[config.mk]
export PLATFORM = sky130hd
export DESIGN_NAME = branch_predict_resolver
export DESIGN_NICKNAME = d
export VERILOG_FILES = /design/src/rtl/branch_predict_resolver.sv
export SDC_FILE = /design/constraint.sdc
export NUM_CORES = 1
export LEC_CHECK = 0
export ABC_AREA = 1
export ABC_CLOCK_PERIOD_IN_PS = 8250
export CORE_ASPECT_RATIO = 0.8
export CORE_MARGIN = 2
export CORE_UTILIZATION = 35
export CTS_CLUSTER_SIZE = 28
export DETAILED_ROUTE_END_ITERATION = 10
export GPL_TIMING_DRIVEN = 0
export PLACE_DENSITY_LB_ADDON = 0.08
export SLEW_MARGIN = 20
export SYNTH_ARGS = -nofsm -noshare
export SYNTH_HDL_FRONTEND = slang
export SYNTH_SLANG_ARGS = --single-unit
[constraint.sdc]
create_clock -name clk -period 8.25 [get_ports clk]
set_input_delay 2.475 -clock clk [delete_from_list [all_inputs] [get_ports clk]]
set_output_delay 2.475 -clock clk [all_outputs]
set_load 0.02 [all_outputs]
[src/rtl/branch_predict_resolver.sv]
`default_nettype none
// ============================================================================
// Module   : branch_predict_resolver
// Purpose  : Resolves MIPS conditional branches in the execute stage, predicts
//            fetch-stage direction from a table of 2-bit saturating counters,
//            flags mispredictions one cycle later and keeps saturating
//            branch / mispredict statistics.
// Ports    : clk, rst (async, active-high)
//            fetch_pc -> predict_taken            (fetch-side lookup)
//            resolve_valid, resolve_pc, branch,
//            zero, sign, resolve_predicted -> branch_taken (execute side)
//            mispredict, mispredict_taken         (registered flush request)
//            stats_clear -> branch_count, mispredict_count
// Revision : 1.0  initial release
// ============================================================================
module branch_predict_resolver #(
  parameter int         INDEX_BITS   = 6,
  parameter int         CNT_WIDTH    = 16,
  parameter logic [1:0] COUNTER_INIT = 2'b01
) (
  input  logic                 clk,
  input  logic                 rst,
  input  logic [31:0]          fetch_pc,
  output logic                 predict_taken,
  input  logic                 resolve_valid,
  input  logic [31:0]          resolve_pc,
  input  logic [2:0]           branch,
  input  logic                 zero,
  input  logic                 sign,
  input  logic                 resolve_predicted,
  output logic                 branch_taken,
  output logic                 mispredict,
  output logic                 mispredict_taken,
  input  logic                 stats_clear,
  output logic [CNT_WIDTH-1:0] branch_count,
  output logic [CNT_WIDTH-1:0] mispredict_count
);

  localparam int                 c_ENTRIES = 1 << INDEX_BITS;
  localparam logic [CNT_WIDTH-1:0] c_CNT_MAX = {CNT_WIDTH{1'b1}};

  logic [INDEX_BITS-1:0] w_fetch_idx;
  logic [INDEX_BITS-1:0] w_update_idx;
  logic                  w_cond_true;
  logic                  w_cond;
  logic                  w_mismatch;
  logic [c_ENTRIES-1:0]  w_pred_bits;

  assign w_fetch_idx  = fetch_pc[INDEX_BITS+1:2];
  assign w_update_idx = resolve_pc[INDEX_BITS+1:2];

  // PC bits outside the index field are deliberately ignored (no tags).
  logic w_unused_pc_bits;
  assign w_unused_pc_bits = &{1'b0, fetch_pc[31:INDEX_BITS+2], fetch_pc[1:0],
                              resolve_pc[31:INDEX_BITS+2], resolve_pc[1:0]};

  // Branch condition evaluation; codes 0 and 7 fall into the default.
  always_comb begin
    w_cond_true = 1'b0;
    case (branch)
      3'd1:    w_cond_true = zero;            // beq
      3'd2:    w_cond_true = ~zero;           // bne
      3'd3:    w_cond_true = ~sign;           // bgez
      3'd4:    w_cond_true = ~sign & ~zero;   // bgtz
      3'd5:    w_cond_true = sign | zero;     // blez
      3'd6:    w_cond_true = sign;            // bltz
      default: w_cond_true = 1'b0;
    endcase
  end

  assign branch_taken = resolve_valid & w_cond_true;
  assign w_cond       = resolve_valid & (branch != 3'd0) & (branch != 3'd7);
  assign w_mismatch   = branch_taken != resolve_predicted;

  // One 2-bit saturating counter per entry. Each entry owns its register so
  // the prediction read below sees only the pre-edge value (no bypass).
  generate
    for (genvar g = 0; g < c_ENTRIES; g++) begin : g_bht
      logic [1:0] r_cnt;

      always_ff @(posedge clk or posedge rst) begin
        if (rst) begin
          r_cnt <= COUNTER_INIT;
        end else if (w_cond && (w_update_idx == INDEX_BITS'(g))) begin
          if (branch_taken) begin
            if (r_cnt != 2'b11) r_cnt <= r_cnt + 2'd1;
          end else begin
            if (r_cnt != 2'b00) r_cnt <= r_cnt - 2'd1;
          end
        end
      end

      assign w_pred_bits[g] = r_cnt[1];
    end
  endgenerate

  assign predict_taken = w_pred_bits[w_fetch_idx];

  // Flush request: one-cycle pulse; the direction is kept until the next
  // misprediction so the redirect logic can read it late if needed.
  always_ff @(posedge clk or posedge rst) begin
    if (rst) begin
      mispredict       <= 1'b0;
      mispredict_taken <= 1'b0;
    end else begin
      mispredict <= w_cond & w_mismatch;
      if (w_cond && w_mismatch) mispredict_taken <= branch_taken;
    end
  end

  // Statistics: clear has priority over counting; both saturate at all-ones.
  always_ff @(posedge clk or posedge rst) begin
    if (rst) begin
      branch_count     <= '0;
      mispredict_count <= '0;
    end else if (stats_clear) begin
      branch_count     <= '0;
      mispredict_count <= '0;
    end else begin
      if (w_cond && (branch_count != c_CNT_MAX))
        branch_count <= branch_count + 1'b1;
      if (w_cond && w_mismatch && (mispredict_count != c_CNT_MAX))
        mispredict_count <= mispredict_count + 1'b1;
    end
  end

endmodule
`default_nettype wire

---- Yosys cells after proc, flatten, opt, wreduce, memory -nomap -nowiden ----
Index checks and enable logic that the tools add are counted.
storage, ports and cells
  input bits .............................. 74
  word-level logic and storage cells ...... 870
  memories kept ........................... 0
  bits in registers ....................... 162
  latch bits .............................. 0
  output and inout port bits .............. 36
  ROM bits ................................ 0
  bits in writable memories ............... 0
cells by class
  $lt $le $gt $ge ......................... 1
  divide/modulo/power cells ............... 0
  reductions and logical operators ........ 263
  bitwise operators ....................... 8
  $mul .................................... 0
  mux-type cells .......................... 199
  shift operators ......................... 0
  equal/unequal tests ..................... 201
  $add $sub $neg .......................... 130
operators by type and width
  cell                   number
  $mux 2                 192
  $reduce_bool 2->1      130
  $eq 6x6->1 const B     32
  $reduce_and 3->1       64
  $add 2x1->2 const B    64
  $ne 2x1->1 const B     64
  $ne 2x2->1 const B     64
  $sub 2x1->2 const B    64
  $eq 6x5->1 const B     16
  $logic_and 1x1->1      67
  $mux 16                4
  $eq 6x4->1 const B     8
  $add 16x1->16 const B  2
  $ne 16x16->1 const B   2
  $eq 6x3->1 const B     4
  $eq 6x2->1 const B     2
  $eq 3x3->1 const B     3
  $lt 6x7->1 const B     1
  $bmux 1 s6             1
  $eq 3x2->1 const B     2
  $eq 6x1->1 const B     1
  $logic_not 6->1        1
  $pmux 1 s6             1
  $and 1x1->1            5
  7 further kinds        8

---- Longest topological paths before layout ----
Gate-level depths: netlist (run 1).
  depth after elaboration ................. 9
  depth in mapped cells ................... 12
  depth with buffers taken out ............ 11

---- Worst setup path after synthesis (run 1) ----
OpenSTA, ideal clock, no wires.
  path type ............................... input to output
  from .................................... input fetch_pc[3]
  to ...................................... output predict_taken
  data required time ...................... 5775 ps
  path buffers ............................ 2
  path slack .............................. 2235 ps
  data arrival time ....................... 3540 ps
  stages on the path ...................... 10
  path through ............................ clkbuf_1 clkbuf_1 a21oi_1 o21ai_0 nand3_1 nand2_1 nand2_1 nand3_1 nand3_1 nand2_1
on the way
  cells in the longest elaborated chain, start to end .. 2
ends and longest elaborated chain
  item                          line  RTL
  start: declaration            23    input logic [31:0] fetch_pc,
  $bmux 1 s6                    97    assign predict_taken = w_pred_bits[w_fetch_idx];
  $mux 1 (not written as such)  97
  end: declaration              24    output logic predict_taken,
Every way passes these cells. The select of a mux whose other input is x is not followed.

---- Worst setup path after layout (run 1) ----
  from .................................... input fetch_pc[2]
  to ...................................... output predict_taken
The elaborated chain is that of the path after synthesis.

==> results of run 1 <==
-- area by class of cell --
class,instances,area share
Inverter,119,0.0395
Sequential cell,162,0.360
Tap cell,364,0.0396
Clock inverter,10,0.0159
Multi-Input combinational cell,969,0.425
Buffer,43,0.0299
Clock buffer,22,0.0395
Timing Repair Buffer,56,0.0503
-- cells in the final DEF, fill, tap and decap left out, drive strengths merged --
cell type and count:
a21oi 86, and2 1, and3 1, buf 23, bufinv 5, clkbuf 43, clkdlybuf4s50 55, clkinv 3
clkinvlp 3, dfrtp 98, dfstp 64, ha 2, inv 118, nand2 532, nand3 77, nand4 25
nor2 63, nor3 8, o21ai 152, o21bai 1, o31ai 3, xnor2 3, xor2 15
-- metal layers --
layer	share of wire	track usage
met1	0.52	0.328
met3	0.049	0.0379
met5	0	0
met2	0.42	0.301
met4	0.016	0.0593
-- power by group --
part	total [uW]	leakage, uW	switching [uW]	internal (uW)
combinational	238	0.00259	167	70.7
sequential	862	0.00203	20.6	841
clock	889	0.000300	344	545
-- through the flow --
| step | instance area, um2 | TNS, ps | total power, uW | hold WS, ps |
|---|---|---|---|---|
| 3_5_place_dp | 10900 | 0 | 1110 | 466 |
| 4_1_cts | 11500 | 0 | 2010 | 475 |
| 6_report | 11500 | 0 | 1990 | 472 |
| 3_3_place_gp | 10800 | -140850 | 1110 | 463 |
| 5_1_grt | 11500 | 0 | 2070 | 486 |
| 2_1_floorplan | 9810 | 0 | 1020 | 453 |
-- cells by family after synthesis --
| group | count (synthesis) |
|---|---|
| adders and majority gates | 2 |
| xor gates and xnor gates | 18 |
| and+or+nand+nor | 707 |
| buffers and inverters | 162 |
| AOI/OAI and AO/OA | 242 |
| DFF | 162 |
-- sequential cells by signal (all words and copies together) (netlist names) --
register,cells
mispredict,1
mispredict_count,16
g_bht.r_cnt,128
mispredict_taken,1
branch_count,16
-- synth_stat cells, types with 2 or more instances --
cell type / n
inv_2: 3
nor3_1: 7
o31ai_1: 3
nand2_1: 526
clkbuf_1: 21
a21oi_4: 40
o21ai_1: 43
xnor2_1: 3
ha_1: 2
nor2_1: 51
xor2_1: 15
inv_1: 115
buf_2: 7
buf_6: 8
nor2_2: 10
buf_12: 7
nor2_4: 2
o21ai_0: 109
dfstp_2: 64
a21oi_1: 22
nand2_2: 3
nand2_4: 3
nand4_1: 23
nand3_1: 76
nand4_4: 2
a21oi_2: 24
dfrtp_1: 98
-- worst paths after layout --
check,endpoint,cells after the start,from
worst max-delay path,predict_taken,12,fetch_pc[2]
worst min-delay path,g_bht[22].r_cnt[0],2,g_bht[22].r_cnt[0]
worst max register to register,mispredict_count[8],8,mispredict_count[0]
worst min register to register,g_bht[22].r_cnt[0],2,g_bht[22].r_cnt[0]
max in group asynchronous,g_bht[37].r_cnt[0],3,rst
min in group asynchronous,branch_count[2],2,rst
-- worst min-delay path, cell delays in order (launching register included) --
cell     delay (ps)
dfstp_2         370
nand2_1          50
nand2_1          50
==> impl_metrics.csv, run 1 <==
group,metric,value,unit
logic_synthesis,synth-compound-area-share,0.180,
worst_setup_path,critPathCaptureType,"primary output",
logic_synthesis,syn_inst,1293,
route,detail_route.vias_per_cell,5.00,
route,wire_per_inst,17.3,um
die,initial_core_util,0.358,
logic_synthesis,synth.distinct_cells,33,
placement,port_buffers,55,
die,chipWidth,191,um
route,wirelength,30.2,mm
route,drcViolationCount,0,
logic_synthesis,synthesis.area,9810,um2
clock_network,numCtsBuffers,17,
timing,postLayoutSetupSlackWorst,520,ps
logic_synthesis,ys_warn_count,0,
cells_and_area,layout.cells.non_filler,1745,
clock_network,cts_tree,"yes",
grt,grtUsageTotal,0.213,
worst_setup_path,startpoint_type,"input port",
logic_synthesis,yosysSeqAreaShare,0.421,
clock_network,cts.sinks,162,
logic_synthesis,ys_top_cells_by_area,"dfrtp_1, nand2_1, dfstp_2",
timing,fin_crit_sh,0.937,
worst_setup_path,critical_path.max_stage_delay,600,ps
logic_synthesis,synth_top_family_by_area,"simple AND/OR/NAND/NOR gates",
logic_synthesis,syn-num-nets,1369,
timing,rsz0062_at_grt,"no",
cells_and_area,diodes,0,
clock_network,cts-resized-gates,0,
grt,grt-ovfl-total,0,
die,die_h,154,um
logic_synthesis,syn_area_per_cell,7.59,um2
timing,final_max_slew_viol_count,0,
placement,place.gp.congestion,0.868,
die,io_pins,110,
placement,dp_hpwl,21.1,mm
logic_synthesis,async_reset_ff_frac,1.00,
grt,grt_pass1_wl,47.5,mm
timing,skew,9.94,ps
worst_setup_path,critPathTopFamily,"buffers and inverters",
logic_synthesis,synth-simple-area-share,0.300,
power,p_leak,0.00492,uW
clock_network,postCtsHoldBufs,0,
clock_network,cts.clk_slew.worst_paths,60,ps
clock_network,cts-root-buf,"clkbuf_16",
timing,setup_viol,0,
grt,grt_max_degree,93,
cells_and_area,drive_gt1_frac,0.148,
worst_setup_path,criticalPathCategory,"input port to primary output",
timing,slew_headroom,0.399,
timing,fin_crit,7730,ps
power,vdd_drop_max,148,uV
route,drtIter0Drc,611,
logic_synthesis,synth-edff-count,0,
logic_synthesis,synthXorXnorAreaFrac,0.0161,
worst_setup_path,crit_fanout,10,
cells_and_area,seq_area,4130,um2
clock_network,clockBufferDepth,2,
die,fp.coreArea,27400,um2
die,die-area,29400,um2
worst_setup_path,worst-r2r-setup-slack,6240,ps
logic_synthesis,synth_mux_area_frac,0,
worst_setup_path,critPathBufInv,4,
run,max-cap-violations,0,
cells_and_area,syn2layout_area_growth,17.1,%
placement,dp.cells,1713,
power,pwr_density_cell,173,nW/um2
min_path,hold_path.class,"register to register",
logic_synthesis,synth_seq_cells,162,
worst_setup_path,slowest_stage,"clkbuf_1",
clock_network,h-tree-depth,4,
cells_and_area,finalCoreUtilization,0.419,
outcome,outcome,"finished, final reports clean",
die,rows,54,
worst_setup_path,arrival,5250,ps
placement,place_ws,529,ps
grt,grt_pass1_vias,8137,
timing,hold_violations,0,
logic_synthesis,synth_top_area_share,0.250,
timing,fmax,0.129,GHz
clock_network,post-cts-setup-buffers,0,
timing,tightest_slew,902,ps
logic_synthesis,synth_top_area_cell,"dfrtp_1",
clock_network,clk_latency,440,ps
cells_and_area,multiInputGateArea,4890,um2
cells_and_area,fillCellCount,2891,
logic_synthesis,synth_fa_ha_area_frac,0.00255,
route,postRouteAntennaNets,0,
route,dr_total_vias,8720,
cells_and_area,layout.nets,1444,
worst_setup_path,required,5780,ps
logic_synthesis,ys.flop_type,"dfrtp_1",
worst_setup_path,crit_chain,"clkdlybuf4s50_1 -> inv_1 -> clkbuf_1 -> nand2_1 -> nand3_1 -> nand3_1 -> nand2_1 -> nand2_1 -> nand3_1 -> nand3_1 -> nand2_1 -> clkdlybuf4s50_1",
route,dr.pass1.iters,5,
grt,antenna_found_initial,0,
Power figures use the tool's default switching activity.
==> run 2: changes to the inputs <==
Settings changed: HOLD_SLACK_MARGIN set to 0.02, REMOVE_ABC_BUFFERS set to 1.
==> impl_metrics.csv, run 2 (same netlist as run 1, synthesis figures left out) <==
group,metric,value,unit
clock_network,cts_tree,"yes",
cells_and_area,layout.cells.non_filler,1708,
die,chipWidth,191,um
cells_and_area,syn2layout_area_growth,14.0,%
route,postRouteAntennaNets,0,
worst_setup_path,arrival,5490,ps
cells_and_area,drive_gt1_frac,0.146,
die,io_pins,110,
grt,grtUsageTotal,0.181,
power,vdd_drop_max,124,uV
clock_network,h-tree-depth,4,
route,wirelength,25.2,mm
clock_network,cts.clk_slew.worst_paths,70,ps
clock_network,clk_latency,440,ps
timing,setup_viol,0,
route,dr_total_vias,8316,
timing,final_max_slew_viol_count,0,
cells_and_area,largest_reg_flops,128,
outcome,outcome,"finished, final reports clean",
grt,grt_max_degree,89,
worst_setup_path,startpoint_type,"input port",
die,initial_core_util,0.358,
clock_network,clockBufferDepth,2,
clock_network,numCtsBuffers,17,
grt,use_met1,0.256,
cells_and_area,fillCellCount,2858,
route,wire_per_inst,14.8,um
die,die_h,154,um
timing,slew_headroom,0.473,
route,drcViolationCount,0,
placement,port_buffers,57,
power,p_leak,0.00476,uW
clock_network,post-cts-setup-buffers,0,
timing,fmax,0.126,GHz
cells_and_area,largestRegisters,"g_bht.r_cnt (128), branch_count (16), mispredict_count (16)",
timing,skew,9.26,ps
die,fp.coreArea,27400,um2
grt,use_met3,0.0322,
run,max-cap-violations,0,
timing,hold_violations,0,
grt,top_usage_layer,"met2",
grt,antenna_found_initial,0,
timing,fin_tns_setup,0,ps
min_path,hold_path.class,"register to register",
worst_setup_path,criticalPathCategory,"input port to primary output",
timing,fin_crit,7960,ps
route,drtIter0Drc,525,
timing,whs,475,ps
grt,grt_pass1_wl,41.9,mm
die,die-area,29400,um2
grt,use_met2,0.286,
timing,postLayoutSetupSlackWorst,288,ps
cells_and_area,layout_common_cells,"nand2_1, inv_1, o21ai_0",
clock_network,cts.sinks,162,
worst_setup_path,worst-r2r-setup-slack,6210,ps
cells_and_area,final_common_cell,"nand2_1",
worst_setup_path,required,5780,ps
worst_setup_path,critPathCaptureType,"primary output",
timing,fin_crit_sh,0.965,
cells_and_area,regMostFlops,"g_bht.r_cnt",
placement,dp_hpwl,16.2,mm
clock_network,cts-root-buf,"clkbuf_16",
cells_and_area,finalCoreUtilization,0.408,
grt,grt-ovfl-total,0,
route,dr.pass1.iters,5,
power,pwr_density_cell,164,nW/um2
grt,grt_pass1_vias,8173,
die,rows,54,
timing,tightest_slew,789,ps
placement,place.gp.congestion,0.792,
worst_setup_path,crit_fanout,66,
timing,rsz0062_at_grt,"no",
cells_and_area,layout.nets,1407,
route,detail_route.vias_per_cell,4.87,
placement,place_ws,-119,ps
cells_and_area,diodes,0,
placement,dp.cells,1676,
[run 2: path summary, 6_finish.rpt]
path                       depth (start not counted)             endpoint                start
max                                                9         branch_taken            branch[1]
min                                                2   g_bht[45].r_cnt[0]   g_bht[45].r_cnt[0]
max reg2reg                                        7  mispredict_count[8]  mispredict_count[0]
min reg2reg                                        2   g_bht[45].r_cnt[0]   g_bht[45].r_cnt[0]
max in group asynchronous                          3   g_bht[12].r_cnt[0]                  rst
min in group asynchronous                          2  mispredict_count[1]                  rst
[run 2: worst max-delay path, stage by stage]
cell and delay (ps):
clkdlybuf4s50_1 510, nor2_1 70, nor2_1 120, nand3_2 150, nand2_8 400, nand2_8 470, buf_16 420, inv_2 180
clkdlybuf4s50_1 620
[run 2: area by class of cell]
class	instances	area [um2]	share of cell area
clock buffers	19	443	0.0396
clock inverters	13	111	0.00995
inverters	119	455	0.0407
multi-input cells	969	4920	0.440
flip-flops and latches	162	4130	0.369
well taps	364	455	0.0407
repair buffers	62	673	0.0602
[run 2: routing by layer]
layer | wire [um] | part of all wire | vias to the layer above
met5 | 0 | 0 | -
met2 | 11200 | 0.44 | 115
met3 | 880 | 0.035 | 12
met1 | 12900 | 0.51 | 3938
met4 | 202 | 0.0080 | 0
li1 | - | - | 4251
[run 2: power by group]
| part | internal (uW) | leakage, uW | switching, uW | total [uW] |
|---|---|---|---|---|
| logic | 56.5 | 0.00247 | 146 | 203 |
| registers | 841 | 0.00203 | 19.9 | 861 |
| clock network | 422 | 0.000265 | 352 | 774 |
[run 2: metrics by stage]
step,power [uW],instance area [um2]
after floorplan,991,9470
after global placement,1070,10500
after detailed placement,1080,10600
after CTS,1870,11200
after global routing,1930,11200
final,1840,11200
[run 2: repair_timing]
item	in CTS	in global routing
hold buffers	0	0
endpoints found under the setup margin	1	0
gates resized for setup	1	0
==> run 3: changes to the inputs <==
Settings changed: ABC_AREA 1 to not set.
==> impl_metrics.csv, run 3 <==
group,metric,value,unit
outcome,outcome,"finished, final reports clean",
cells_and_area,syn2layout_area_growth,17.9,%
cells_and_area,diodes,0,
cells_and_area,final_common_cell,"a21oi_1",
grt,grt-ovfl-total,0,
timing,final_max_slew_viol_count,0,
die,fp.coreArea,26200,um2
worst_setup_path,crit_fanout,13,
cells_and_area,largest_reg_flops,128,
grt,antenna_found_initial,0,
clock_network,clk_latency,430,ps
clock_network,cts.sinks,162,
timing,setup_viol,0,
clock_network,clockBufferDepth,2,
cells_and_area,layout.nets,1231,
timing,fin_crit,8060,ps
power,p_int,1380,uW
placement,dp_hpwl,16.4,mm
worst_setup_path,arrival,5590,ps
timing,postLayoutSetupSlackWorst,187,ps
worst_setup_path,critical_path.max_stage_delay,1170,ps
timing,fmax,0.124,GHz
route,drtIter0Drc,497,
min_path,min_to,"g_bht[47].r_cnt[0]",
run,max-cap-violations,0,
power,vdd_drop_max,146,uV
logic_synthesis,synth.distinct_cells,48,
logic_synthesis,synth_top_area_cell,"dfrtp_1",
route,wirelength,25.3,mm
clock_network,h-tree-depth,4,
power,seqPwrFrac,0.446,
worst_setup_path,crit_chain,"clkdlybuf4s50_1 -> mux4_2 -> nor2b_1 -> a211oi_1 -> a211oi_1 -> a21oi_1 -> a21oi_1 -> clkdlybuf4s50_1",
timing,skew,7.34,ps
logic_synthesis,synth-edff-count,0,
die,rows,53,
clock_network,numCtsBuffers,17,
logic_synthesis,yosysSeqAreaShare,0.444,
worst_setup_path,criticalPathCategory,"input port to primary output",
logic_synthesis,ys.flop_type,"dfrtp_1",
placement,place.gp.congestion,0.730,
worst_setup_path,reg2reg_from,"mispredict_count[0]",
cells_and_area,regMostFlops,"g_bht.r_cnt",
cells_and_area,drive_gt1_frac,0.116,
placement,port_buffers,57,
worst_setup_path,critPathTopFamily,"buffers and inverters",
clock_network,cts-root-buf,"clkbuf_16",
clock_network,postCtsHoldBufs,0,
min_path,whs_path_depth,2,
timing,hold_violations,0,
clock_network,cts.clk_slew.worst_paths,70,ps
route,drcViolationCount,0,
grt,grt_pass1_vias,7404,
worst_setup_path,critPathCaptureType,"primary output",
clock_network,post-cts-setup-buffers,0,
worst_setup_path,cp-startpoint,"fetch_pc[4]",
route,postRouteAntennaNets,0,
die,io_pins,110,
timing,slew_headroom,0.285,
logic_synthesis,yosysMostFrequentCell,"a21oi_1",
timing,fin_crit_sh,0.977,
route,dr.pass1.iters,5,
power,p_sw,495,uW
min_path,hp-start,"g_bht[47].r_cnt[1]",
die,die-area,28000,um2
power,p_leak,0.00405,uW
logic_synthesis,synthesis.area,9320,um2
logic_synthesis,async_reset_ff_frac,1.00,
logic_synthesis,synthTopCellsByCount,"a21oi_1, nor2_1, nand2_1, o21ai_0, dfrtp_1",
min_path,hold_path.class,"register to register",
timing,fin_tns_setup,0,ps
logic_synthesis,synth_seq_cells,162,
grt,grt_pass1_wl,41.3,mm
power,switching_share,0.264,
logic_synthesis,ys_top_cells_by_area,"dfrtp_1, dfstp_2, a21oi_1",
worst_setup_path,required,5780,ps
power,power.total,1870,uW
worst_setup_path,reg2reg_to,"mispredict_count[5]",
timing,rsz0062_at_grt,"no",
worst_setup_path,startpoint_type,"input port",
worst_setup_path,worst-r2r-setup-slack,5800,ps
clock_network,cts_tree,"yes",
placement,place_ws,164,ps
grt,grtUsageTotal,0.188,
power,p_clk_frac,0.445,
grt,grt_max_degree,85,
power,comb_power_share,0.110,
logic_synthesis,syn_area_per_cell,8.29,um2
die,chipWidth,186,um
worst_setup_path,slowest_stage,"clkdlybuf4s50_1",
die,initial_core_util,0.356,
die,die_h,150,um
cells_and_area,layout_common_cells,"a21oi_1, nor2_1, nand2_1",
route,detail_route.vias_per_cell,5.31,
logic_synthesis,syn_inst,1124,
logic_synthesis,synth_top_area_share,0.263,
worst_setup_path,critPathBufInv,2,
power,pwr_density_cell,171,nW/um2
cells_and_area,largestRegisters,"g_bht.r_cnt (128), branch_count (16), mispredict_count (16)",
logic_synthesis,ys_warn_count,0,
timing,tightest_slew,1070,ps
route,dr_total_vias,8093,
worst_setup_path,rr_worst_depth,7,
route,wire_per_inst,16.6,um
clock_network,cts-resized-gates,0,
[run 3: changes by cell type after synthesis, moves of 24 or more]
cell	previous run	this run
nor3_1	7	79
nor2_1	51	139
inv_1	115	37
a21oi_1	22	142
mux2i_1	0	31
nand2_1	526	136
a21oi_2	24	0
a21oi_4	40	0
[run 3: worst max path at each step]
stage                    endpoint  slack [ps]  cells past startpoint
global placement     branch_taken       -5370                      6
floorplan            branch_taken        -590                      4
detailed placement  predict_taken         160                      8
CTS                 predict_taken         150                      8
finish              predict_taken         190                      8
global route        predict_taken          40                      8
[run 3: worst reg2reg max path, delay by kind of cell (launching register included)]
kind	cells	cell delay, ps
AOI/OAI and AO/OA	1	150
adders and majority gates	1	280
DFF	1	450
and+or+nand+nor	5	1490
[run 3: routing by layer]
layer	global-route usage	share of wire	up-vias
met5	0	0	-
met4	0.0492	0.012	0
met3	0.0371	0.041	15
met2	0.274	0.42	122
met1	0.282	0.52	3890
li1	-	-	4066
[run 3: power groups by stage]
stage,Clock [uW],Combinational [uW],Sequential [uW]
2_1_floorplan,0,98.2,848
3_3_place_gp,0,184,848
3_5_place_dp,0,207,848
4_1_cts,855,207,835
5_1_grt,888,227,837
6_report,834,205,835
[run 3: final cells by class]
type / count / area (um2)
clock inverter: 10 / 135
fill: 2583 / 15200
inverter: 38 / 153
sequential: 162 / 4130
tap: 357 / 447
multi-input combinational: 868 / 4860
clock buffer: 22 / 464
timing repair buffer: 68 / 791
[run 3: cells by family after synthesis]
family	after synthesis	synth area share
flops	162	0.444
xor+xnor	20	0.0188
fa+ha+maj	2	0.00268
simple gates	494	0.241
buf+inv	94	0.0392
compound gates	302	0.179
mux	50	0.0756
[run 3: through the flow]
step	instances	util	cell area [um2]	hold slack (ps)
floorplan	1068	-	9100	466
global placement	1482	0.386	10100	496
detailed placement	1493	0.396	10400	499
CTS	1525	0.419	11000	508
global route	1525	0.419	11000	540
finish	1525	0.419	11000	505
